==> src/rtl/i2c_pkg.sv <==
// Shared FSM encoding and quarter-phase names for the I2C transfer scheduler.
package i2c_pkg;

  typedef enum logic [2:0] {
    IDLE     = 3'd0,
    START    = 3'd1,
    ADDR     = 3'd2,
    ADDR_ACK = 3'd3,
    DATA     = 3'd4,
    DATA_ACK = 3'd5,
    STOP     = 3'd6
  } state_t;

  localparam logic [1:0] Q_LOW_A  = 2'd0;
  localparam logic [1:0] Q_LOW_B  = 2'd1;
  localparam logic [1:0] Q_HIGH_A = 2'd2;
  localparam logic [1:0] Q_HIGH_B = 2'd3;

  // Round-robin successor of a requester index.
  function automatic int rr_next(input int idx, input int n);
    return (idx + 32'sd1) % n;
  endfunction

endpackage

==> src/rtl/i2c_rr_arbiter.sv <==
// Combinational round-robin pick: first requester at or after ptr, wrapping.
module i2c_rr_arbiter #(
  parameter  int NREQ = 2,
  localparam int IDXW = $clog2(NREQ)
) (
  input  logic [NREQ-1:0] req,
  input  logic [IDXW-1:0] ptr,
  output logic [NREQ-1:0] win,
  output logic [IDXW-1:0] win_idx,
  output logic            any
);

  logic [IDXW-1:0] cand_s;
  logic [IDXW-1:0] idx_s;

  // Scan from the farthest slot back to ptr so the nearest requester is written last.
  always_comb begin
    idx_s  = ptr;
    cand_s = ptr;
    for (int k = NREQ - 1; k >= 0; k--) begin
      cand_s = IDXW'((int'(ptr) + k) % NREQ);
      idx_s  = req[cand_s] ? cand_s : idx_s;
    end
  end

  assign any     = |req;
  assign win_idx = idx_s;
  assign win     = any ? ({{(NREQ-1){1'b0}}, 1'b1} << idx_s) : {NREQ{1'b0}};

endmodule

==> src/rtl/i2c_xfer_scheduler.sv <==
// Arbitrates NREQ requesters onto one I2C master and sequences single-byte
// transfers, advancing only on the SCL generator's quarter ticks.
module i2c_xfer_scheduler #(
  parameter  int NREQ = 2,
  localparam int IDXW = $clog2(NREQ)
) (
  input  logic              clk,
  input  logic              rst,
  input  logic [NREQ-1:0]   req,
  input  logic [NREQ*7-1:0] req_addr,
  input  logic [NREQ-1:0]   req_rw,
  input  logic [NREQ*8-1:0] req_wdata,
  output logic [NREQ-1:0]   grant,
  output logic [NREQ-1:0]   done,
  output logic [7:0]        rdata,
  output logic              ack_err,
  output logic              busy,
  input  logic              qtick,
  input  logic [1:0]        qphase,
  output logic              scl_ena,
  output logic              sda_oe,
  input  logic              sda_i
);
  import i2c_pkg::*;

  state_t          state_r, state_s;
  logic [NREQ-1:0] grant_r, grant_s, done_r, done_s;
  logic [IDXW-1:0] owner_r, owner_s, ptr_r, ptr_s;
  logic [6:0]      addr_r, addr_s;
  logic            rw_r, rw_s, err_r, err_s;
  logic [7:0]      wdata_r, wdata_s, shift_r, shift_s, rdata_r, rdata_s;
  logic [2:0]      bitcnt_r, bitcnt_s;
  logic            ack_err_r, ack_err_s, busy_r, busy_s;
  logic            scl_ena_r, scl_ena_s, sda_oe_r, sda_oe_s;
  logic [NREQ-1:0] arb_win_s;
  logic [IDXW-1:0] arb_idx_s;
  logic            arb_any_s;
  logic            reading_s;

  i2c_rr_arbiter #(.NREQ(NREQ)) u_arb (
    .req     (req),
    .ptr     (ptr_r),
    .win     (arb_win_s),
    .win_idx (arb_idx_s),
    .any     (arb_any_s)
  );

  assign reading_s = (state_r == DATA) && rw_r;

  // Next-state and datapath updates; nothing moves without a quarter tick except the done pulse.
  always_comb begin
    state_s   = state_r;
    grant_s   = grant_r;
    owner_s   = owner_r;
    addr_s    = addr_r;
    rw_s      = rw_r;
    wdata_s   = wdata_r;
    shift_s   = shift_r;
    bitcnt_s  = bitcnt_r;
    err_s     = err_r;
    rdata_s   = rdata_r;
    ack_err_s = ack_err_r;
    busy_s    = busy_r;
    scl_ena_s = scl_ena_r;
    sda_oe_s  = sda_oe_r;
    ptr_s     = ptr_r;
    done_s    = {NREQ{1'b0}};
    if (qtick) begin
      case (state_r)
        IDLE: begin
          if ((qphase == Q_HIGH_A) && arb_any_s) begin
            owner_s  = arb_idx_s;
            grant_s  = arb_win_s;
            addr_s   = req_addr[int'(arb_idx_s)*7 +: 7];
            rw_s     = req_rw[arb_idx_s];
            wdata_s  = req_wdata[int'(arb_idx_s)*8 +: 8];
            err_s    = 1'b0;
            busy_s   = 1'b1;
            sda_oe_s = 1'b1;
            state_s  = START;
          end else begin
            state_s = IDLE;
          end
        end
        START: begin
          if (qphase == Q_LOW_A) begin
            scl_ena_s = 1'b1;
            shift_s   = {addr_r, rw_r};
            bitcnt_s  = 3'd7;
            state_s   = ADDR;
          end else begin
            state_s = START;
          end
        end
        ADDR, DATA: begin
          case (qphase)
            Q_LOW_B:  sda_oe_s = reading_s ? 1'b0 : ~shift_r[7];
            Q_HIGH_A: shift_s  = reading_s ? {shift_r[6:0], sda_i} : shift_r;
            Q_HIGH_B: begin
              shift_s  = reading_s ? shift_r : {shift_r[6:0], 1'b0};
              bitcnt_s = (bitcnt_r == 3'd0) ? bitcnt_r : bitcnt_r - 3'd1;
              if (bitcnt_r == 3'd0) begin
                state_s = (state_r == ADDR) ? ADDR_ACK : DATA_ACK;
              end else begin
                state_s = state_r;
              end
            end
            default: shift_s = shift_r;
          endcase
        end
        ADDR_ACK: begin
          case (qphase)
            Q_LOW_B:  sda_oe_s = 1'b0;
            Q_HIGH_A: err_s    = err_r | sda_i;
            Q_HIGH_B: begin
              // A NACKed address skips the data byte entirely.
              state_s  = err_r ? STOP : DATA;
              shift_s  = err_r ? shift_r : wdata_r;
              bitcnt_s = 3'd7;
            end
            default: err_s = err_r;
          endcase
        end
        DATA_ACK: begin
          case (qphase)
            Q_LOW_B:  sda_oe_s = 1'b0;
            Q_HIGH_A: err_s    = rw_r ? err_r : (err_r | sda_i);
            Q_HIGH_B: begin
              rdata_s = rw_r ? shift_r : rdata_r;
              state_s = STOP;
            end
            default: err_s = err_r;
          endcase
        end
        STOP: begin
          case (qphase)
            Q_LOW_B:  sda_oe_s  = 1'b1;
            Q_HIGH_A: scl_ena_s = 1'b0;
            Q_HIGH_B: begin
              sda_oe_s  = 1'b0;
              done_s    = grant_r;
              ack_err_s = err_r;
              grant_s   = {NREQ{1'b0}};
              busy_s    = 1'b0;
              ptr_s     = IDXW'(rr_next(int'(owner_r), NREQ));
              state_s   = IDLE;
            end
            default: sda_oe_s = sda_oe_r;
          endcase
        end
        default: state_s = IDLE;
      endcase
    end else begin
      state_s = state_r;
    end
  end

  // All state and outputs are registered; rst drops straight to idle without a STOP.
  always_ff @(posedge clk) begin
    if (rst) begin
      state_r   <= IDLE;
      grant_r   <= {NREQ{1'b0}};
      done_r    <= {NREQ{1'b0}};
      owner_r   <= {IDXW{1'b0}};
      ptr_r     <= {IDXW{1'b0}};
      addr_r    <= 7'd0;
      rw_r      <= 1'b0;
      wdata_r   <= 8'd0;
      shift_r   <= 8'd0;
      bitcnt_r  <= 3'd0;
      err_r     <= 1'b0;
      rdata_r   <= 8'd0;
      ack_err_r <= 1'b0;
      busy_r    <= 1'b0;
      scl_ena_r <= 1'b0;
      sda_oe_r  <= 1'b0;
    end else begin
      state_r   <= state_s;
      grant_r   <= grant_s;
      done_r    <= done_s;
      owner_r   <= owner_s;
      ptr_r     <= ptr_s;
      addr_r    <= addr_s;
      rw_r      <= rw_s;
      wdata_r   <= wdata_s;
      shift_r   <= shift_s;
      bitcnt_r  <= bitcnt_s;
      err_r     <= err_s;
      rdata_r   <= rdata_s;
      ack_err_r <= ack_err_s;
      busy_r    <= busy_s;
      scl_ena_r <= scl_ena_s;
      sda_oe_r  <= sda_oe_s;
    end
  end

  assign grant   = grant_r;
  assign done    = done_r;
  assign rdata   = rdata_r;
  assign ack_err = ack_err_r;
  assign busy    = busy_r;
  assign scl_ena = scl_ena_r;
  assign sda_oe  = sda_oe_r;

endmodule

==> config.mk <==
export PLATFORM = sky130hd
export DESIGN_NAME = i2c_xfer_scheduler
export DESIGN_NICKNAME = d
export VERILOG_FILES = /design/src/rtl/i2c_pkg.sv /design/src/rtl/i2c_rr_arbiter.sv /design/src/rtl/i2c_xfer_scheduler.sv
export SDC_FILE = /design/constraint.sdc
export NUM_CORES = 1
export LEC_CHECK = 0
export BUFFER_PORTS_ARGS = -buffer_cell sky130_fd_sc_hd__buf_2
export CAP_MARGIN = 10
export CORE_ASPECT_RATIO = 0.5
export CORE_MARGIN = 2
export CORE_UTILIZATION = 49
export CTS_CLUSTER_DIAMETER = 40
export DETAILED_ROUTE_END_ITERATION = 10
export PLACE_DENSITY_LB_ADDON = 0.3
export REMOVE_ABC_BUFFERS = 1
export SYNTH_ARGS = -nofsm -noshare
export SYNTH_HDL_FRONTEND = slang
export SYNTH_HIERARCHICAL = 1
export SYNTH_SLANG_ARGS = --single-unit
==> constraint.sdc <==
create_clock -name clk -period 2 [get_ports clk]
set_clock_uncertainty 0.05 [all_clocks]
set_input_delay 0.5 -clock clk [delete_from_list [all_inputs] [get_ports clk]]
set_output_delay 0.5 -clock clk [all_outputs]
set_load 0.01 [all_outputs]
==> impl_metrics.csv <==
group,metric,value,unit
yosys,synth_edf_count,0,
worst_hold_path,hp-class,"flop to flop",
timing,period_share,0.9482,
final_layout,diodes,0,
floorplan,dieArea,5997,µm²
pwr,p_int,1.427,mW
detailed_routing,drc_errors,0,
placed_design,numPortBuffers,55,
yosys,syn_avg_cell_area,9.119,µm²
floorplan,start_util,0.5206,
setup_path,reg2reg_depth,7,
setup_path,worst_ep_required_time,2160,ps
floorplan,core-area,5045,µm²
run_status,status,"completed",
pwr,pwr-share-seq,0.517,
floorplan,die_h,55.77,µm
setup_path,critPathCaptureType,"flop",
worst_hold_path,holdPathStages,1,
clock_tree,cts_made_buffers,5,
final_layout,ff_latch_area,980.9,µm²
pwr,p_switching,0.5457,mW
clock_tree,clock_latency,310,ps
global_route,grt_max_degree,36,
timing,slew-limit-headroom,0.7502,
timing,setup_viol,0,
placed_design,gp_congestion,0.9148,
floorplan,die_w,107.5,µm
floorplan,ioPinCount,56,
clock_tree,path_clk_slew,100,ps
final_layout,multiInputGateArea,1500,µm²
final_layout,fillers,472,
global_route,grt.total_usage,0.2293,
pwr,ir_worst_vdd,312.8,µV
yosys,ys_ff_latch,49,
detailed_routing,routedWlPerCell,15.49,µm
setup_path,r2r_start,"bitcnt_r[0]$_SDFFE_PP0P_",
yosys,async_flop_share,0,
setup_path,path_common_cell,"ha_1",
placed_design,place_area,3108,µm²
timing,timing.final.hold_violations,0,
setup_path,crit_type,"flop to flop",
global_route,grt_overflow,0,
global_route,grt_pass1_vias,2254,
clock_tree,htreeDepth,2,
timing,fmax,527.3,MHz
timing,worst_slew_pin_slew,369.5,ps
clock_tree,cts-root-buf,"clkbuf_8",
clock_tree,cts.repair_timing.setup_buffer_count,0,
yosys,yosys_warnings,6,
setup_path,r2r_slack,100,ps
detailed_routing,antenna_left,0,
pwr,leakagePower,1.288,nW
setup_path,start_kind,"flop",
pwr,switching_share,0.2767,
clock_tree,cts_tree,"yes",
timing,period_needed,1896,ps
yosys,synthCells,288,
worst_hold_path,hp-start,"owner_r$_SDFFE_PP0P_",
yosys,netlist_area,2626,µm²
setup_path,cp_max_fo,4,
clock_tree,ctsHoldBuffers,0,
pwr,report.power.total,1.972,mW
timing,rsz0062_at_grt,"no",
setup_path,critPathMaxStageDelay,370,ps
detailed_routing,route.vias.total,2399,
worst_hold_path,min_to,"ptr_r$_SDFFE_PP0P_",
flow_run,drv_cap,0,
pwr,power_density,613.2,nW/µm²
setup_path,cpMaxStageDelayCell,"mux2_2",
detailed_routing,viasPerCell,5.631,
clock_tree,cts_sinks,49,
yosys,ys_seq_area_frac,0.3735,
clock_tree,clockBufferDepth,2,
placed_design,hpwl,4959,µm
final_layout,drive_gt1_frac,0.3455,
timing,final_max_slew_viol_count,0,
detailed_routing,wirelength,6600,µm
final_layout,fin_nets,397,
detailed_routing,drt_iter0_markers,79,
yosys,synth_ff_type,"dfxtp_1",
setup_path,crit_chain,"inv_1, ha_1, ha_1, and3b_1, o31a_1, o21ai_1, mux2_2",
setup_path,arrival,2050,ps
pwr,comb_power_share,0.151,
detailed_routing,dr.pass1.iters,4,
yosys,ys_types,55,
global_route,grt_pass1_wl,10930,µm
pwr,power_frac_clock,0.332,
final_layout,area_growth,22.49,%
final_layout,post-route-cell-area,3217,µm²
setup_path,worstReg2RegEnd,"bitcnt_r[2]$_SDFFE_PP0P_",
floorplan,placementRows,18,
global_route,antenna_found_initial,0,
worst max-delay path: cells and delay by family, from the launching register on:
| kind | cells | cell delay, ps |
|---|---|---|
| AO/OA/AOI/OAI | 2 | 400 |
| adder cells (fa/ha/maj) | 2 | 380 |
| multiplexers | 1 | 370 |
| flip-flops | 1 | 310 |
| AND/OR/NAND/NOR | 1 | 190 |
| buffers and inverters | 1 | 80 |
cell usage after synthesis, drive strengths merged, types with 2 or more instances:
| library cell | instances | area share |
|---|---|---|
| a211oi | 18 | 0.076 |
| a21bo | 2 | 0.0076 |
| a21boi | 3 | 0.010 |
| a21oi | 16 | 0.030 |
| a22o | 2 | 0.0067 |
| a311oi | 2 | 0.0067 |
| and3 | 3 | 0.0071 |
| and3b | 2 | 0.0067 |
| buf | 13 | 0.031 |
| clkbuf | 10 | 0.014 |
| dfxtp | 49 | 0.37 |
| ha | 2 | 0.0095 |
| inv | 10 | 0.014 |
| mux2 | 9 | 0.039 |
| mux2i | 27 | 0.10 |
| nand2 | 7 | 0.010 |
| nand2b | 3 | 0.0071 |
| nand4b | 4 | 0.013 |
| nor2 | 43 | 0.062 |
| nor2b | 7 | 0.017 |
| nor3 | 14 | 0.027 |
| o211ai | 2 | 0.0076 |
| o21a | 2 | 0.0057 |
| o21ai | 6 | 0.011 |
| o221ai | 2 | 0.0067 |
| o31a | 2 | 0.0067 |
| o32ai | 8 | 0.027 |
| or2 | 3 | 0.0071 |
cells in the final DEF (no fill, tap or decap), types with 3 or more instances in the layout:
cell type and count:
mux2_2 9, nor3_1 14, nor2_1 41, nand2b_1 3
o32ai_1 8, inv_1 10, a21oi_1 16, buf_4 26
a211oi_2 13, dfxtp_1 49, nand4b_1 4, nor2b_1 7
clkbuf_8 6, and3_1 3, mux2i_1 27, o21ai_0 4
a211oi_1 5, buf_2 55, nand2_1 7
final cells by class:
| type | count | area share |
|---|---|---|
| inverters | 10 | 0.01167 |
| multi-input cells | 206 | 0.4664 |
| clock buffers | 6 | 0.02567 |
| well taps | 70 | 0.02723 |
| repair buffers | 83 | 0.1587 |
| flip-flops and latches | 49 | 0.3049 |
| clock inverters | 2 | 0.005445 |
metrics by stage:
stage,setup WS [ps],cells,TNS [ps],util,hold WS [ps]
2_1_floorplan,-612.5,265,-12210,-,357.4
3_3_place_gp,2.113,418,0,0.6161,377.3
3_5_place_dp,-23.94,418,-136.0,0.6161,392.7
4_1_cts,83.01,426,0,0.6359,411.4
5_1_grt,33.65,426,0,0.6376,430.7
6_report,103.6,426,0,0.6376,406.6
power groups by stage:
stage               registers [mW]  logic [mW]  clock network [mW]
floorplan                     1.05       0.147                   0
global placement              1.04       0.289                   0
detailed placement            1.04       0.295                   0
CTS                           1.02       0.297               0.663
global route                  1.02       0.328               0.707
finish                        1.02       0.298               0.655
state kept, by name, indices dropped and copies added, names as in the netlist, 2 cells and up:
name,count
wdata_r,8
done,2
bitcnt_r,3
state_r,3
rdata,8
grant,2
shift_r,8
addr_r,7
layer usage:
metal	GRT usage	routed length [µm]	vias to the layer above
li1	-	-	1189
met1	0.3185	3197	1150
met2	0.3702	3047	56
met3	0.04215	309	4
met4	0.05495	46	0
met5	0	0	-
timing repair:
action / CTS / global route
resized for setup: 0 / 1
endpoints found under the hold margin: 0 / 0
endpoints found under the setup margin: 0 / 7
cells by family after synthesis:
family                   share of synthesized area
AO/OA/AOI/OAI                               0.2344
XOR/XNOR                                  0.003336
adder cells (fa/ha/maj)                   0.009527
buffers and inverters                      0.05955
flip-flops                                  0.3735
multiplexers                                0.1415
AND/OR/NAND/NOR                             0.1782
worst max path at each step:
stage / start / end / cells past startpoint
2_1_floorplan: state_r[1]$_SDFFE_PP0P_ / grant[0]$_SDFFE_PP0P_ / 4
3_3_place_gp: qphase[1] / shift_r[2]$_SDFFE_PP0P_ / 5
3_5_place_dp: qphase[1] / shift_r[4]$_SDFFE_PP0P_ / 5
4_1_cts: state_r[1]$_SDFFE_PP0P_ / shift_r[4]$_SDFFE_PP0P_ / 5
5_1_grt: bitcnt_r[0]$_SDFFE_PP0P_ / bitcnt_r[2]$_SDFFE_PP0P_ / 7
6_report: bitcnt_r[0]$_SDFFE_PP0P_ / bitcnt_r[2]$_SDFFE_PP0P_ / 7
Power figures use the tool's default switching activity.
